[src/rtl/spim_avmm_arb_if.sv]
// ============================================================================
// spim_avmm_arb_if : requester/downstream AVMM bundle around the arbiter
// Rev 1.0
// ============================================================================
`timescale 1ns/1ps
`default_nettype none

interface spim_avmm_arb_if;
    logic [16:0] rq0_addr;
    logic [3:0]  rq0_byte_en;
    logic        rq0_write;
    logic        rq0_read;
    logic [31:0] rq0_wdata;
    logic        rq0_waitreq;
    logic [31:0] rq0_rdata;
    logic        rq0_rdatavld;

    logic [16:0] rq1_addr;
    logic [3:0]  rq1_byte_en;
    logic        rq1_write;
    logic        rq1_read;
    logic [31:0] rq1_wdata;
    logic        rq1_waitreq;
    logic [31:0] rq1_rdata;
    logic        rq1_rdatavld;

    logic [16:0] dn_addr;
    logic [3:0]  dn_byte_en;
    logic        dn_write;
    logic        dn_read;
    logic [31:0] dn_wdata;
    logic        dn_waitreq;
    logic [31:0] dn_rdata;
    logic        dn_rdatavld;

    logic        err_clr;
    logic        err_timeout;
    logic [7:0]  dbg_st;

    // Arbiter side
    modport slave (
        input  rq0_addr, rq0_byte_en, rq0_write, rq0_read, rq0_wdata,
        output rq0_waitreq, rq0_rdata, rq0_rdatavld,
        input  rq1_addr, rq1_byte_en, rq1_write, rq1_read, rq1_wdata,
        output rq1_waitreq, rq1_rdata, rq1_rdatavld,
        output dn_addr, dn_byte_en, dn_write, dn_read, dn_wdata,
        input  dn_waitreq, dn_rdata, dn_rdatavld,
        input  err_clr,
        output err_timeout, dbg_st
    );

    // Environment side (requesters plus downstream target)
    modport master (
        output rq0_addr, rq0_byte_en, rq0_write, rq0_read, rq0_wdata,
        input  rq0_waitreq, rq0_rdata, rq0_rdatavld,
        output rq1_addr, rq1_byte_en, rq1_write, rq1_read, rq1_wdata,
        input  rq1_waitreq, rq1_rdata, rq1_rdatavld,
        input  dn_addr, dn_byte_en, dn_write, dn_read, dn_wdata,
        output dn_waitreq, dn_rdata, dn_rdatavld,
        output err_clr,
        input  err_timeout, dbg_st
    );
endinterface

`default_nettype wire

[src/rtl/spim_avmm_arb.sv]
// ============================================================================
// spim_avmm_arb : round-robin two-requester AVMM arbiter with read timeout
// Rev 1.0
// ============================================================================
`timescale 1ns/1ps
`default_nettype none

module spim_avmm_arb #(
    parameter int RD_TIMEOUT = 64
) (
    input  wire logic            m_avmm_clk,
    input  wire logic            m_avmm_rst_n,
    spim_avmm_arb_if.slave       io_bus
);

    localparam logic [2:0]  c_ST_IDLE    = 3'd0;
    localparam logic [2:0]  c_ST_GNT_WR  = 3'd1;
    localparam logic [2:0]  c_ST_GNT_RD  = 3'd2;
    localparam logic [2:0]  c_ST_RD_WAIT = 3'd3;
    localparam logic [15:0] c_TMO_LAST   = 16'(RD_TIMEOUT - 1);
    localparam logic [31:0] c_TMO_DATA   = 32'hdead_beef;

    logic [2:0]  r_st;
    logic [2:0]  w_st_nxt;
    logic        r_gnt;
    logic        r_last_gnt;
    logic [15:0] r_tmo_cnt;
    logic        r_err_timeout;

    logic        w_act0;
    logic        w_act1;
    logic        w_win;
    logic        w_win_wr;
    logic        w_gnt_wr;
    logic        w_gnt_rd;
    logic        w_gnt_act;
    logic        w_tmo_hit;
    logic        w_rd_accept;

    logic [16:0] w_dn_addr;
    logic [3:0]  w_dn_byte_en;
    logic [31:0] w_dn_wdata;
    logic        w_dn_write;
    logic        w_dn_read;
    logic        w_rq0_waitreq;
    logic        w_rq1_waitreq;
    logic        w_rsp_vld;
    logic [31:0] w_rsp_data;

    assign w_act0    = io_bus.rq0_write | io_bus.rq0_read;
    assign w_act1    = io_bus.rq1_write | io_bus.rq1_read;
    // On a tie the requester that did not own the bus last time wins
    assign w_win     = (w_act0 && w_act1) ? ~r_last_gnt : w_act1;
    assign w_win_wr  = w_win ? io_bus.rq1_write : io_bus.rq0_write;

    assign w_gnt_wr  = r_gnt ? io_bus.rq1_write : io_bus.rq0_write;
    assign w_gnt_rd  = r_gnt ? io_bus.rq1_read  : io_bus.rq0_read;
    assign w_gnt_act = w_gnt_wr | w_gnt_rd;

    assign w_tmo_hit   = (r_st == c_ST_RD_WAIT) && !io_bus.dn_rdatavld &&
                         (r_tmo_cnt == c_TMO_LAST);
    assign w_rd_accept = (r_st == c_ST_GNT_RD) && w_gnt_act && !io_bus.dn_waitreq;

    // State register
    always_ff @(posedge m_avmm_clk or negedge m_avmm_rst_n) begin
        if (!m_avmm_rst_n) begin
            r_st <= c_ST_IDLE;
        end else begin
            r_st <= w_st_nxt;
        end
    end

    // Next-state logic
    always_comb begin
        w_st_nxt = r_st;
        case (r_st)
            c_ST_IDLE: begin
                if (w_act0 || w_act1) begin
                    w_st_nxt = w_win_wr ? c_ST_GNT_WR : c_ST_GNT_RD;
                end
            end
            c_ST_GNT_WR: begin
                if (!w_gnt_act || !io_bus.dn_waitreq) begin
                    w_st_nxt = c_ST_IDLE;
                end
            end
            c_ST_GNT_RD: begin
                if (!w_gnt_act) begin
                    w_st_nxt = c_ST_IDLE;
                end else if (!io_bus.dn_waitreq) begin
                    w_st_nxt = c_ST_RD_WAIT;
                end
            end
            c_ST_RD_WAIT: begin
                if (io_bus.dn_rdatavld || w_tmo_hit) begin
                    w_st_nxt = c_ST_IDLE;
                end
            end
            default: w_st_nxt = c_ST_IDLE;
        endcase
    end

    // Grant ownership, timeout counter and sticky error flag
    always_ff @(posedge m_avmm_clk or negedge m_avmm_rst_n) begin
        if (!m_avmm_rst_n) begin
            r_gnt         <= 1'b0;
            r_last_gnt    <= 1'b1;
            r_tmo_cnt     <= 16'd0;
            r_err_timeout <= 1'b0;
        end else begin
            if ((r_st == c_ST_IDLE) && (w_act0 || w_act1)) begin
                r_gnt      <= w_win;
                r_last_gnt <= w_win;
            end

            if (w_rd_accept) begin
                r_tmo_cnt <= 16'd0;
            end else if (r_st == c_ST_RD_WAIT) begin
                r_tmo_cnt <= r_tmo_cnt + 16'd1;
            end

            if (w_tmo_hit) begin
                r_err_timeout <= 1'b1;
            end else if (io_bus.err_clr) begin
                r_err_timeout <= 1'b0;
            end
        end
    end

    // Output logic
    always_comb begin
        w_dn_addr     = 17'd0;
        w_dn_byte_en  = 4'd0;
        w_dn_wdata    = 32'd0;
        w_dn_write    = 1'b0;
        w_dn_read     = 1'b0;
        w_rq0_waitreq = 1'b1;
        w_rq1_waitreq = 1'b1;
        w_rsp_vld     = 1'b0;
        w_rsp_data    = 32'd0;
        case (r_st)
            c_ST_GNT_WR, c_ST_GNT_RD: begin
                w_dn_addr    = r_gnt ? io_bus.rq1_addr    : io_bus.rq0_addr;
                w_dn_byte_en = r_gnt ? io_bus.rq1_byte_en : io_bus.rq0_byte_en;
                w_dn_wdata   = r_gnt ? io_bus.rq1_wdata   : io_bus.rq0_wdata;
                // An owner that withdraws its request drops the command at once
                w_dn_write   = (r_st == c_ST_GNT_WR) && w_gnt_act;
                w_dn_read    = (r_st == c_ST_GNT_RD) && w_gnt_act;
                if (r_gnt) begin
                    w_rq1_waitreq = io_bus.dn_waitreq;
                end else begin
                    w_rq0_waitreq = io_bus.dn_waitreq;
                end
            end
            c_ST_RD_WAIT: begin
                if (io_bus.dn_rdatavld) begin
                    w_rsp_vld  = 1'b1;
                    w_rsp_data = io_bus.dn_rdata;
                end else if (w_tmo_hit) begin
                    w_rsp_vld  = 1'b1;
                    w_rsp_data = c_TMO_DATA;
                end
            end
            default: begin
                w_dn_write = 1'b0;
            end
        endcase
    end

    assign io_bus.dn_addr      = w_dn_addr;
    assign io_bus.dn_byte_en   = w_dn_byte_en;
    assign io_bus.dn_wdata     = w_dn_wdata;
    assign io_bus.dn_write     = w_dn_write;
    assign io_bus.dn_read      = w_dn_read;
    assign io_bus.rq0_waitreq  = w_rq0_waitreq;
    assign io_bus.rq1_waitreq  = w_rq1_waitreq;
    assign io_bus.rq0_rdatavld = w_rsp_vld && !r_gnt;
    assign io_bus.rq1_rdatavld = w_rsp_vld &&  r_gnt;
    assign io_bus.rq0_rdata    = (w_rsp_vld && !r_gnt) ? w_rsp_data : 32'd0;
    assign io_bus.rq1_rdata    = (w_rsp_vld &&  r_gnt) ? w_rsp_data : 32'd0;
    assign io_bus.err_timeout  = r_err_timeout;
    assign io_bus.dbg_st       = {3'b000, r_last_gnt, r_gnt, r_st};

endmodule

`default_nettype wire

[src/flat_wrapper.sv]
// flat-port wrapper written by rule: the top's interface ports become plain ports
module spim_avmm_arb_flat 
#(
    parameter int RD_TIMEOUT = 64
)
  (m_avmm_clk, m_avmm_rst_n, io_bus_rq0_addr, io_bus_rq0_byte_en, io_bus_rq0_write, io_bus_rq0_read, io_bus_rq0_wdata, io_bus_rq0_waitreq, io_bus_rq0_rdata, io_bus_rq0_rdatavld, io_bus_rq1_addr, io_bus_rq1_byte_en, io_bus_rq1_write, io_bus_rq1_read, io_bus_rq1_wdata, io_bus_rq1_waitreq, io_bus_rq1_rdata, io_bus_rq1_rdatavld, io_bus_dn_addr, io_bus_dn_byte_en, io_bus_dn_write, io_bus_dn_read, io_bus_dn_wdata, io_bus_dn_waitreq, io_bus_dn_rdata, io_bus_dn_rdatavld, io_bus_err_clr, io_bus_err_timeout, io_bus_dbg_st);
  spim_avmm_arb_if io_bus_i ();
  input  wire logic m_avmm_clk;
  input  wire logic m_avmm_rst_n;
  input wire logic [$bits(io_bus_i.rq0_addr)-1:0] io_bus_rq0_addr;
  input wire logic [$bits(io_bus_i.rq0_byte_en)-1:0] io_bus_rq0_byte_en;
  input wire logic [$bits(io_bus_i.rq0_write)-1:0] io_bus_rq0_write;
  input wire logic [$bits(io_bus_i.rq0_read)-1:0] io_bus_rq0_read;
  input wire logic [$bits(io_bus_i.rq0_wdata)-1:0] io_bus_rq0_wdata;
  output wire logic [$bits(io_bus_i.rq0_waitreq)-1:0] io_bus_rq0_waitreq;
  output wire logic [$bits(io_bus_i.rq0_rdata)-1:0] io_bus_rq0_rdata;
  output wire logic [$bits(io_bus_i.rq0_rdatavld)-1:0] io_bus_rq0_rdatavld;
  input wire logic [$bits(io_bus_i.rq1_addr)-1:0] io_bus_rq1_addr;
  input wire logic [$bits(io_bus_i.rq1_byte_en)-1:0] io_bus_rq1_byte_en;
  input wire logic [$bits(io_bus_i.rq1_write)-1:0] io_bus_rq1_write;
  input wire logic [$bits(io_bus_i.rq1_read)-1:0] io_bus_rq1_read;
  input wire logic [$bits(io_bus_i.rq1_wdata)-1:0] io_bus_rq1_wdata;
  output wire logic [$bits(io_bus_i.rq1_waitreq)-1:0] io_bus_rq1_waitreq;
  output wire logic [$bits(io_bus_i.rq1_rdata)-1:0] io_bus_rq1_rdata;
  output wire logic [$bits(io_bus_i.rq1_rdatavld)-1:0] io_bus_rq1_rdatavld;
  output wire logic [$bits(io_bus_i.dn_addr)-1:0] io_bus_dn_addr;
  output wire logic [$bits(io_bus_i.dn_byte_en)-1:0] io_bus_dn_byte_en;
  output wire logic [$bits(io_bus_i.dn_write)-1:0] io_bus_dn_write;
  output wire logic [$bits(io_bus_i.dn_read)-1:0] io_bus_dn_read;
  output wire logic [$bits(io_bus_i.dn_wdata)-1:0] io_bus_dn_wdata;
  input wire logic [$bits(io_bus_i.dn_waitreq)-1:0] io_bus_dn_waitreq;
  input wire logic [$bits(io_bus_i.dn_rdata)-1:0] io_bus_dn_rdata;
  input wire logic [$bits(io_bus_i.dn_rdatavld)-1:0] io_bus_dn_rdatavld;
  input wire logic [$bits(io_bus_i.err_clr)-1:0] io_bus_err_clr;
  output wire logic [$bits(io_bus_i.err_timeout)-1:0] io_bus_err_timeout;
  output wire logic [$bits(io_bus_i.dbg_st)-1:0] io_bus_dbg_st;
  assign io_bus_i.rq0_addr = io_bus_rq0_addr;
  assign io_bus_i.rq0_byte_en = io_bus_rq0_byte_en;
  assign io_bus_i.rq0_write = io_bus_rq0_write;
  assign io_bus_i.rq0_read = io_bus_rq0_read;
  assign io_bus_i.rq0_wdata = io_bus_rq0_wdata;
  assign io_bus_rq0_waitreq = io_bus_i.rq0_waitreq;
  assign io_bus_rq0_rdata = io_bus_i.rq0_rdata;
  assign io_bus_rq0_rdatavld = io_bus_i.rq0_rdatavld;
  assign io_bus_i.rq1_addr = io_bus_rq1_addr;
  assign io_bus_i.rq1_byte_en = io_bus_rq1_byte_en;
  assign io_bus_i.rq1_write = io_bus_rq1_write;
  assign io_bus_i.rq1_read = io_bus_rq1_read;
  assign io_bus_i.rq1_wdata = io_bus_rq1_wdata;
  assign io_bus_rq1_waitreq = io_bus_i.rq1_waitreq;
  assign io_bus_rq1_rdata = io_bus_i.rq1_rdata;
  assign io_bus_rq1_rdatavld = io_bus_i.rq1_rdatavld;
  assign io_bus_dn_addr = io_bus_i.dn_addr;
  assign io_bus_dn_byte_en = io_bus_i.dn_byte_en;
  assign io_bus_dn_write = io_bus_i.dn_write;
  assign io_bus_dn_read = io_bus_i.dn_read;
  assign io_bus_dn_wdata = io_bus_i.dn_wdata;
  assign io_bus_i.dn_waitreq = io_bus_dn_waitreq;
  assign io_bus_i.dn_rdata = io_bus_dn_rdata;
  assign io_bus_i.dn_rdatavld = io_bus_dn_rdatavld;
  assign io_bus_i.err_clr = io_bus_err_clr;
  assign io_bus_err_timeout = io_bus_i.err_timeout;
  assign io_bus_dbg_st = io_bus_i.dbg_st;
  spim_avmm_arb #(.RD_TIMEOUT(RD_TIMEOUT)) u_core (.m_avmm_clk(m_avmm_clk), .m_avmm_rst_n(m_avmm_rst_n), .io_bus(io_bus_i));
endmodule
[config.mk]
export PLATFORM = sky130hd
export DESIGN_NAME = spim_avmm_arb_flat
export DESIGN_NICKNAME = d
export VERILOG_FILES = /design/src/rtl/spim_avmm_arb_if.sv /design/src/rtl/spim_avmm_arb.sv /design/src/flat_wrapper.sv
export SDC_FILE = /design/constraint.sdc
export NUM_CORES = 1
export LEC_CHECK = 0
export BUFFER_PORTS_ARGS = -buffer_cell sky130_fd_sc_hd__clkbuf_2
export CAP_MARGIN = 40
export CORE_AREA = 2 2 107 109
export CTS_CLUSTER_SIZE = 12
export DETAILED_ROUTE_END_ITERATION = 8
export DIE_AREA = 0 0 109 111
export GPL_ROUTABILITY_DRIVEN = 0
export GPL_TIMING_DRIVEN = 0
export PLACE_DENSITY = 0.61
export SLEW_MARGIN = 10
export SYNTH_ARGS = -nofsm -noshare
export SYNTH_HDL_FRONTEND = slang
export SYNTH_SLANG_ARGS = --single-unit
[constraint.sdc]
create_clock -name m_avmm_clk -period 3.3 [get_ports m_avmm_clk]
set_input_delay 0.33 -clock m_avmm_clk [delete_from_list [all_inputs] [get_ports m_avmm_clk]]
set_output_delay 0.33 -clock m_avmm_clk [all_outputs]
set_load 0.005 [all_outputs]
# Word-level counts from Yosys, hierarchy flattened
# Index checks and enable logic that the tools add are counted.
word_totals:
  register_bits: 22
  in_bits: 147
  output_inout_bits: 132
  wordCells: 74
classes:
  add_sub_neg: 1
  n_eq_ne: 8
  muxes: 35
  bitwise: 4
  n_reduce_logical: 21
ops:
  columns: ["op", "count"]
  rows:
  - ["two-way mux 32 bit", 7]
  - ["two-way mux 17 bit", 2]
  - ["two-way mux 16 bit", 2]
  - ["adder 16 x 1 -> 16 bit (second input constant)", 1]
  - ["== test 16 x 6 -> 1 bit (second input constant)", 1]
  - ["two-way mux 1 bit", 15]
  - ["two-way mux 3 bit", 5]
  - ["one-hot mux 3 bit (4 select lines)", 1]
  - ["logical AND 1 bit", 9]
  - ["two-way mux 4 bit", 2]
  - ["== test 3 x 2 -> 1 bit (second input constant)", 2]
  - ["inequality test 2 x 1 -> 1 bit (second input constant)", 3]
  - ["logical NOT 1 bit", 4]
  - ["AND reduction 4 bit", 1]
  - ["nonzero test 2 bit", 2]
  - ["== test 3 x 1 -> 1 bit (second input constant)", 1]
  - ["logical NOT 3 bit", 1]
  - ["logical OR 1 bit", 3]
  - ["inequality test 3 bit (second input constant)", 1]
  - ["OR 1 bit", 3]
  - ["two-way mux 2 bit", 1]
  - ["OR reduction 2 bit", 1]
  - ["NOT 1 bit", 1]

# Logic depth before layout (Yosys ltp)
depth:
  depth_word: 8
  ltp_mapped: 8

# Worst setup path before layout
# Ideal clock, no wire load.
synth_path:
  kind: "reg-to-output"
  startpoint: "register u_core.r_st[0]"
  endpoint: "output io_bus_rq0_rdata[10]"
  t_arrival_ns: 1.645
  slack_ns: 1.325
  path_stages_with_launch: 9
  path_buffers: 2
  path_cell_list: "dfrtp_1 -> ha_1 -> nand4_2 -> nor2_4 -> and4_1 -> buf_6 -> o21ai_4 -> buf_6 -> nor3_2"
synth_between:
  elab_chain_cells: 8
  word_cells_on_any_way: 11
  classes_between: "eq/ne: 1; mux: 7; reduce/logical: 3"
synth_lines:
  columns: ["item", "line_no", "rtl"]
  rows:
  - ["from (decl)", "spim_avmm_arb.sv:23", "logic [2:0] r_st;"]
  - ["from (signal assigned)", "spim_avmm_arb.sv:67", "r_st <= c_ST_IDLE;"]
  - ["from (signal assigned)", "spim_avmm_arb.sv:69", "r_st <= w_st_nxt;"]
  - ["== test 3 x 2 -> 1 bit (*)", "spim_avmm_arb.sv:60, spim_avmm_arb.sv:141", null]
  - ["logical AND 1 bit (2 in a row)", "spim_avmm_arb.sv:60", "assign w_tmo_hit = (r_st == c_ST_RD_WAIT) && !io_bus.dn_rdatavld &&"]
  - ["two-way mux 1 bit", "spim_avmm_arb.sv:159", "end else if (w_tmo_hit) begin"]
  - ["two-way mux 1 bit", "spim_avmm_arb.sv:156", "if (io_bus.dn_rdatavld) begin"]
  - ["two-way mux 1 bit", "spim_avmm_arb.sv:141", "case (r_st)"]
  - ["logical AND 1 bit", "spim_avmm_arb.sv:179", "assign io_bus.rq0_rdata = (w_rsp_vld && !r_gnt) ? w_rsp_data : 32'd0;"]
  - ["two-way mux 32 bit (*)", "spim_avmm_arb.sv:179", null]
  - ["to (decl)", "flat_wrapper.sv:16", "output wire logic [$bits(io_bus_i.rq0_rdata)-1:0] io_bus_rq0_rdata;"]
# Mark *: on every way between the ends. The rest lies on a longest branch, timed or not.

# Final worst setup path
layout_path:
  startpoint: "register u_core.r_st[0]"
  endpoint: "output io_bus_rq0_rdata[5]"
# Same word-level chain as after synthesis.

==> flow_summary.ini <==
[floorplan]
die_h_microns = 111
start_util = 0.2508
core_sq_um = 11080
fp.dieArea_sq_um = 12100
num_io_pins = 279
die_w_microns = 109
fp-row-count = 39

[place]
port_buffers = 274
placed_cell_area_sq_um = 4339
hpwl_microns = 9776
dp_cells = 780
dpl_worst_slack_ns = 0.9249

[synth]
synth_top_area_share = 0.1982
synth.most_common_cell = nor2_1
yosys_warnings = 0
ys_async_sr_fraction = 1.000
synthTopCellsByCount = nor2_1 (85), mux2i_1 (55), nor2b_1 (53), dfrtp_1 (20), nor3_2 (19)
synth_cell_types = 44
synth_cells = 360
synthFlopType = dfrtp_1
synth_edf_count = 0
syn_avg_cell_area_sq_um = 7.716
yosysTopAreaCell = mux2i_1
synth_top_cells_by_area = mux2i_1 (20%), dfrtp_1 (18%), nor2b_1 (12%)
ys_ff_latch = 21
synthesis.area_sq_um = 2778
yosysSeqAreaShare = 0.1896

[route]
detail_route.wl_per_cell_microns = 14.37
wl_microns = 11280
first_iter_violations = 148
drc_errors = 0
final_antenna_net_count = 0
via_count = 3573
viasPerCell = 4.552
dr.pass1.iters = 4

[timing]
hold_viol_final = 0
fin_tns_setup_ns = 0
max_freq_mhz = 373.5
fin_ws_ns = 0.6228
report.final.slew_viol_count = 0
slew_headroom = 0.5673
period_share = 0.8113
period_needed_ns = 2.677
tightest_slew_ns = 0.6490
setup_viol = 0
rsz0062_at_grt = false
clock_skew_ns = 0.003523

[critical_path]
arrival_ns = 2.35
crit_chain = ha_1 -> nand4_2 -> nor2_4 -> and4_1 -> buf_6 -> o21ai_4 -> buf_6 -> nor3_2 -> clkbuf_2
worst_ep_required_time_ns = 2.97
crit_slowest_cell = dfrtp_1
cp_common_cell = buf_6
cp-startpoint = u_core.r_st[0]
worstSetupStartpointType = flop
reg2reg_depth = 7
cp_max_fo = 10
critPathCaptureType = output pin
path_class = flop to output pin
crit-reg2reg-launch = u_core.r_st[0]
slowest_delay_ns = 0.43

[clocking]
cts_max_level = 1
post_cts_resized = 0
clk_pin_slew_ns = 0.06
cts_inserted_buffers = 3
cts-root-buf = clkbuf_16
ctsHoldBuffers = 0
tritoncts = done
clk_latency_ns = 0.25
post-cts-setup-buffer-count = 0
cts.sinks = 21
clockBufferDepth = 2

[global_route]
antenna_found_initial = 0
grt_max_degree = 22
grt_pass1_vias = 3306
overflow = 0
gr-usage-all-layers = 0.1720
grt_first_pass_wirelength_microns = 16660

[finish]
drive_above_1_share = 0.5164
final_area_sq_um = 4424
final_cells = 785
syn2layout_area_growth_pct = 59.28
nets = 794

[flow_run]
cap_viol_max_count = 0

[power]
power.density_nw_per_um2 = 641.5
p_leak_nw = 2.552
peakVddDrop_mv = 0.3059

[run_status]
status = completed

[min_path]
min_path_type = input pin to async pin
metrics by stage:
stage | hold slack (ns) | utilization | total power [mW]
floorplan | 0.03441 | - | 1.732
global placement | 0.3234 | 0.3917 | 2.563
detailed placement | 0.3215 | 0.3917 | 2.597
CTS | 0.05040 | 0.3992 | 2.869
global route | 0.08284 | 0.3992 | 3.074
finish | 0.04174 | 0.3994 | 2.838
registers in the layout (all words and copies together) (netlist names):
register and flops:
u_core.r_gnt 1, u_core.r_st 2, u_core.r_tmo_cnt 16, u_core.io_bus.err_timeout 1, u_core.r_last_gnt 1
logic make-up (layout without fill, tap and decap cells):
kind of cell | Yosys count | count (layout) | synth area share
multiplexers | 57 | 57 | 0.2077
XOR/XNOR | 14 | 14 | 0.04415
AND/OR/NAND/NOR | 207 | 207 | 0.4009
flip-flops | 21 | 21 | 0.1896
AO/OA/AOI/OAI | 14 | 14 | 0.04550
other | 1 | 5 | 0.001350
adder cells (fa/ha/maj) | 5 | 5 | 0.02252
buffers and inverters | 41 | 319 | 0.08829
cells in the final DEF (no fill, tap or decap), drive strengths merged, types with 2 or more instances in the layout:
cell type  Yosys  final
o211ai         2      2
clkbuf         9    286
nor3          28     28
and2           2      2
nor4           3      3
mux2           2      2
ha             5      5
nand3          3      3
nor2          86     86
nand4          5      5
conb           1      4
nand2         17     17
mux2i         55     55
buf           24     24
and3           6      6
xor2           8      8
o21ai          3      3
dfrtp         20     20
xnor2          6      6
inv            8      8
nor2b         53     53
path summary, 6_finish.rpt:
check | endpoint | slack, ns
max | io_bus_rq0_rdata[5] | 0.62
max in group asynchronous | u_core.r_last_gnt | 2.89
min reg2reg | u_core.io_bus.err_timeout | 0.50
min in group m_avmm_clk | u_core.io_bus.err_timeout | 0.35
max reg2reg | u_core.r_st[0] | 1.22
min | u_core.r_tmo_cnt[13] | 0.04
critical path: cells and delay by family, from the launching register on:
kind	cells	cell delay, ns
simple gates	4	0.80
buf+inv	3	0.49
flops	1	0.43
fa+ha+maj	1	0.26
compound gates	1	0.10
power breakdown:
| part | internal (mW) | switching [mW] | total [mW] |
|---|---|---|---|
| Clock | 0.164 | 0.0933 | 0.257 |
| Sequential | 0.338 | 0.0867 | 0.425 |
| Combinational | 1.04 | 1.12 | 2.16 |
area by class of cell:
cell class	count	area, sq um
flip-flops and latches	21	526.8
repair buffers	274	1371
clock inverters	1	7.507
multi-input cells	301	2017
well taps	143	178.9
fillers	1153	6653
plain buffers	33	215.2
inverters	8	30.03
clock buffers	3	75.07
diodes	1	2.502
layer usage:
layer | vias up | part of all wire | GRT usage
li1 | 1750 | - | -
met1 | 1620 | 0.39 | 0.1957
met2 | 198 | 0.51 | 0.3280
met3 | 5 | 0.096 | 0.03880
met4 | 0 | 0.0043 | 0.02051
met5 | - | 0 | 0
Note: power is estimated with default switching activity, not from simulation.
